<file path="src/rtl/sa_sync_tx_hs.sv">
// Transmit half of a toggle req/ack CDC handshake: launches a held word plus a
// level-toggle request and retires it once the synchronized acknowledge matches.
module sa_sync_tx_hs #(
   parameter int unsigned DW          = 32,
   parameter int unsigned SYNC_STAGES = 3,
   parameter int unsigned TIMEOUT_CYC = 1024
) (
   input  logic          clk,
   input  logic          rstn,
   input  logic          src_valid,
   output logic          src_ready,
   input  logic [DW-1:0] src_data,
   output logic          tx_req,
   output logic [DW-1:0] tx_data,
   input  logic          rx_ack,
   output logic          busy,
   output logic          done,
   output logic          err,
   output logic [15:0]   xfer_cnt
);

   typedef enum logic [1:0] {IDLE, LOAD, WAIT_ACK} state_t;

   localparam logic [15:0] TMO = 16'(TIMEOUT_CYC);

   state_t                 state_q, state_d;
   logic                   tx_req_q, tx_req_d;
   logic [DW-1:0]          tx_data_q, tx_data_d;
   logic [SYNC_STAGES-1:0] sync_q;
   logic                   done_q, done_d;
   logic                   err_q, err_d;
   logic [15:0]            xfer_cnt_q, xfer_cnt_d;
   logic [15:0]            wcnt_q, wcnt_d;
   logic                   ack_s;

   assign ack_s = sync_q[SYNC_STAGES-1];

   always_comb begin
      state_d    = state_q;
      tx_req_d   = tx_req_q;
      tx_data_d  = tx_data_q;
      wcnt_d     = wcnt_q;
      done_d     = 1'b0;
      err_d      = err_q;
      xfer_cnt_d = xfer_cnt_q;
      case (state_q)
         IDLE: begin
            if (src_valid) begin
               tx_data_d = src_data;
               state_d   = LOAD;
            end
         end
         LOAD: begin
            // data was registered one cycle earlier, so it is settled before req flips
            tx_req_d = ~tx_req_q;
            wcnt_d   = '0;
            state_d  = WAIT_ACK;
         end
         WAIT_ACK: begin
            if (ack_s == tx_req_q) begin
               state_d    = IDLE;
               done_d     = 1'b1;
               xfer_cnt_d = xfer_cnt_q + 16'd1;
            end else begin
               // keep waiting after a timeout: aborting would break toggle parity
               if (wcnt_q != TMO) wcnt_d = wcnt_q + 16'd1;
               if (wcnt_d == TMO) err_d = 1'b1;
            end
         end
         default: state_d = IDLE;
      endcase
   end

   always_ff @(posedge clk) begin
      if (!rstn) begin
         state_q    <= IDLE;
         tx_req_q   <= 1'b0;
         tx_data_q  <= '0;
         sync_q     <= '0;
         done_q     <= 1'b0;
         err_q      <= 1'b0;
         xfer_cnt_q <= '0;
         wcnt_q     <= '0;
      end else begin
         state_q    <= state_d;
         tx_req_q   <= tx_req_d;
         tx_data_q  <= tx_data_d;
         sync_q     <= {sync_q[SYNC_STAGES-2:0], rx_ack};
         done_q     <= done_d;
         err_q      <= err_d;
         xfer_cnt_q <= xfer_cnt_d;
         wcnt_q     <= wcnt_d;
         // an ack toggle outside WAIT_ACK is a receiver protocol violation
         assert (state_q == WAIT_ACK || ack_s == tx_req_q);
      end
   end

   assign src_ready = (state_q == IDLE);
   assign busy      = (state_q != IDLE);
   assign tx_req    = tx_req_q;
   assign tx_data   = tx_data_q;
   assign done      = done_q;
   assign err       = err_q;
   assign xfer_cnt  = xfer_cnt_q;

endmodule

</file>
<file path="config.mk">
export PLATFORM = sky130hd
export DESIGN_NAME = sa_sync_tx_hs
export DESIGN_NICKNAME = d
export VERILOG_FILES = /design/src/rtl/sa_sync_tx_hs.sv
export SDC_FILE = /design/constraint.sdc
export NUM_CORES = 1
export LEC_CHECK = 0
export BUFFER_PORTS_ARGS = -buffer_cell sky130_fd_sc_hd__buf_2
export CAP_MARGIN = 20
export CORE_MARGIN = 10
export CORE_UTILIZATION = 53
export CTS_BUF_LIST = sky130_fd_sc_hd__clkbuf_16
export CTS_CLUSTER_DIAMETER = 50
export DETAILED_ROUTE_END_ITERATION = 10
export GPL_ROUTABILITY_DRIVEN = 0
export PLACE_DENSITY = 0.86
export RECOVER_POWER = 100
export SLEW_MARGIN = 20
export SYNTH_ARGS = -nofsm -noshare
export SYNTH_HDL_FRONTEND = slang
export SYNTH_SLANG_ARGS = --single-unit
</file>
<file path="constraint.sdc">
create_clock -name clk -period 2.33 [get_ports clk]
set_input_delay 0.3495 -clock clk [delete_from_list [all_inputs] [get_ports clk]]
set_output_delay 0.3495 -clock clk [all_outputs]
set_load 0.005 [all_outputs]
</file>
* Word level (Yosys, flattened, before mapping)
Index checks and enable logic that the tools add are counted.
Operators by class: add/sub/neg operators 2, equality and inequality tests 8, multiplexer cells 9, bitwise gates (word level) 2, reductions and logical operators 9
Operator list (number):
- $mux 16 | 4
- $add 16x1->16 const B | 2
- $pmux 16 s2 | 1
- $eq 16x11->1 const B | 1
- $ne 16x11->1 const B | 1
- $reduce_and 2->1 | 5
- $ne 2x2->1 const B | 3
- $pmux 2 s3 | 1
- $mux 2 | 2
- $reduce_bool 2->1 | 2
- $reduce_and 3->1 | 1
- $eq 2x1->1 const B | 1
- $eq 2x2->1 const B | 1
- $logic_not 2->1 | 1
- $not 1->1 | 2
- $eq 1x1->1 | 1
- $mux 1 | 1
Storage, ports and cells: register bits 72, bits of input ports 36, logic and storage cells 38

* Depth between registers and ports, before layout
depth in word-level cells 6, depth in mapped cells 7, gate-level depth less buffers 7

* Worst setup path before layout
OpenSTA, ideal clock, no wires.
path kind register -> register, start point register wcnt_q[0], end point register err_q, in the netlist err, arrival time 1.567 ns, data required time 2.243 ns, path slack 0.676 ns, stages on the path, launching flop included 7, buffers on the path 0, path through dfxtp_1 ha_1 nand3_1 nor3_1 and3_1 o21ai_0 o31ai_1
Between the ends: cells in the longest elaborated chain, start to end 6, elaborated cells between the ends (all ways) 7
Ends and longest elaborated chain:
- start: declaration | line 33 | logic [15:0] wcnt_q, wcnt_d;
- start signal: assignment | line 92 | wcnt_q <= wcnt_d;
- $add 16x1->16 / $ne 16x11->1 (equally long branches) | line 66 | if (wcnt_q != TMO) wcnt_d = wcnt_q + 16'd1;
- $mux 16 (*) | line 66
- $mux 16 (*) | line 60 | if (ack_s == tx_req_q) begin
- $mux 16 (*) | line 46 | case (state_q)
- $eq 16x11->1 (*) | line 67 | if (wcnt_d == TMO) err_d = 1'b1;
- $reduce_and 3->1 (no line) (*)
- end signal: assignment | line 90 | err_q <= err_d;
- end: declaration | line 31 | logic err_q, err_d;
Every way passes the cells marked *; elsewhere a longest branch is shown, timed or not. The select of a mux whose other input is x is not followed. A chain may end at the register's enable or synchronous reset.

* Worst setup path after layout
Ends and elaborated chain as after synthesis.

==> run_results.csv <==
group,metric,value,unit
logic_synthesis,synth-seq-cells,72,
floorplanning,ios,89,
route,wl_per_cell,14.6,µm
route,wirelength,8.28,mm
status,outcome,"complete, no violations",
place,pre_cts_slack,0.428,ns
floorplanning,rows,29,
floorplanning,core-area,6310,µm²
logic_synthesis,synthFlopType,"dfxtp_1",
power,ir_drop,0.475,mV
route,drcViolationCount,0,
global_routing,grt_first_pass_wirelength,13.9,mm
final_layout,layout_commonest_cell,"nand2_1",
power,power,2.71,mW
sta,worst_pin_slew,1.04,ns
critical_path,path_class,"flip-flop to flip-flop",
clocking,post-cts-setup-buffers,0,
logic_synthesis,syn_inst,410,
sta,max_freq,497,MHz
logic_synthesis,synth_area,3440,µm²
flow_run,max_cap_viol_count,0,
final_layout,layout_common_cells,"nand2_1 (84), dfxtp_1 (72), clkbuf_1 (49)",
sta,whs,0.232,ns
sta,fin_tns_setup,0,ns
sta,hold_viol,0,
critical_path,cp.required,2.54,ns
clocking,hold_buffers,0,
clocking,max-clock-path-buffers,2,
floorplanning,fp.dieW,101,µm
logic_synthesis,syn_nets,449,
clocking,cts_resized,0,
sta,period_needed,2.01,ns
sta,clock_skew,0.00734,ns
logic_synthesis,async_flop_share,0,%
final_layout,layout.area.seq,1440,µm²
route,drtPass1Iterations,4,
route,viasPerCell,5.52,
logic_synthesis,synth_enable_flop_cells,0,
critical_path,crit_chain,"and4_1, nand4_1, mux2_2, o211ai_1, o31ai_1",
clocking,clkLatencyLatePin,0.32,ns
logic_synthesis,yosysSeqAreaShare,41.9,%
critical_path,worstPathBufferInverterCount,0,
global_routing,grt_antenna_before_repair,0,
floorplanning,die_y,101,µm
clocking,htreeDepth,3,
final_layout,multi_input_area,1780,µm²
route,vias,3123,
logic_synthesis,synth_top_area_share,41.9,%
critical_path,arrival,2.22,ns
critical_path,crit_path_end_kind,"flip-flop",
critical_path,slowest_stage,"and4_1",
sta,setup_violations,0,
power,leakagePower,1.54,nW
final_layout,area_delta_synth_final,17.2,%
power,power-per-cell-area,673,nW/µm²
sta,fin_ws,0.319,ns
logic_synthesis,yosys.area.top_type,"dfxtp_1",
final_layout,n_antenna_cell,0,
logic_synthesis,ys_types,45,
final_layout,final_layout_size_suffix_gt1_share,12.9,%
place,port-buffer-count,88,
sta,post-route-period-util,86.3,%
sta,grt_setup_unrepaired,"false",
critical_path,startpoint_type,"flip-flop",
critical_path,critPathTopFamily,"simple AND/OR/NAND/NOR gates",
worst_hold_path,hold_path.class,"primary input to flip-flop",
route,dr.first_iter.drc_count,236,
clocking,numCtsBuffers,9,
global_routing,overflow,0,
floorplanning,start_util,54.4,%
logic_synthesis,ys_warn_count,0,
critical_path,cp_max_fo,13,
floorplanning,dieArea,10100,µm²
route,final_antenna_net_count,0,
place,dpl.hpwl,6.10,mm
logic_synthesis,synthTopCellsByArea,"dfxtp_1 (42%), a21boi_0 (9.2%), nand2_1 (9.2%)",
final_layout,layout.nets,524,
clocking,clkTransAtPathRegs,0.06,ns
global_routing,grt_usage,16.5,%
final_layout,fillers,564,
global_routing,grt_max_degree,33,
clocking,clock-sinks,72,
sta,slew_violations,0,
logic_synthesis,postSynthAreaPerCell,8.38,µm²
clocking,cts_tree,"built",
global_routing,grt_pass1_vias,3020,
critical_path,max_stage_delay,0.53,ns
clocking,root_buffer,"clkbuf_16",
sta,maxSlewHeadroom,30.9,%
## routing by layer
metal | up-vias | wire length [µm] | track usage [%]
li1 | 1554 | - | -
met1 | 1438 | 3390 | 18.5
met2 | 117 | 3850 | 26.1
met3 | 14 | 900 | 8.98
met4 | 0 | 136 | 5.54
met5 | - | 0 | 0
## flip-flops by register name, summed over array words and instances (netlist names)
signal and flops:
err 1, xfer_cnt 16, done 1, tx_req 1, sync_q 3, tx_data 32, state_q 2, wcnt_q 16
## layout make-up
| type | count | area share (%) |
|---|---|---|
| multi-input cells | 300 | 44.1 |
| inverters | 7 | 0.652 |
| repair buffers | 95 | 10.5 |
| clock buffers | 9 | 5.59 |
| flip-flops and latches | 72 | 35.8 |
| clock inverters | 6 | 0.932 |
| well taps | 77 | 2.39 |
## worst reg2reg max path, stage by stage, from the launching register on
cell      delay [ns]
dfxtp_1         0.46
and4_1          0.53
nand4_1         0.30
mux2_2          0.35
o211ai_1        0.18
o31ai_1         0.08
## path summary, 6_finish.rpt
kind / startpoint / endpoint / slack [ns] / depth (start not counted)
max: wcnt_q[0] / err / 0.32 / 5
min: rx_ack / sync_q[0] / 0.23 / 2
max reg2reg: wcnt_q[0] / err / 0.32 / 5
min reg2reg: sync_q[1] / sync_q[2] / 0.44 / 1
## metrics by stage
step	area [µm²]	utilization, %	std cells
after CTS	4130	65.4	566
after global routing	4030	63.8	566
final	4030	63.8	566
after floorplan	3440	-	410
after global placement	3860	61.2	551
after detailed placement	3860	61.2	551
## Yosys cell counts (3+ instances only)
cell	number
nand4_1	7
nand2b_1	3
and4_1	7
clkbuf_1	14
a21boi_0	42
buf_6	4
nor3_1	13
nor2_1	11
xnor2_1	13
nor2b_1	7
nor4_1	6
and2_1	21
nand3_1	10
nand2_1	84
inv_1	7
xor2_1	6
buf_2	12
a21oi_1	11
o21a_1	4
ha_1	3
o21ai_0	18
nor3b_1	3
and3_1	5
dfxtp_1	72
## logic make-up after synthesis
group | Yosys count | share of synthesized area, %
flops | 72 | 41.9
compound gates | 87 | 17.4
fa+ha+maj | 3 | 1.09
xor+xnor | 20 | 5.32
buf+inv | 38 | 5.50
mux | 3 | 0.910
simple gates | 187 | 27.8
## report_power, final
group          leakage, nW  switching, mW  internal (mW)
Sequential           0.586         0.0237           1.27
Combinational        0.825          0.120         0.0864
Clock                0.125          0.499          0.707
Power figures use the tool's default switching activity.
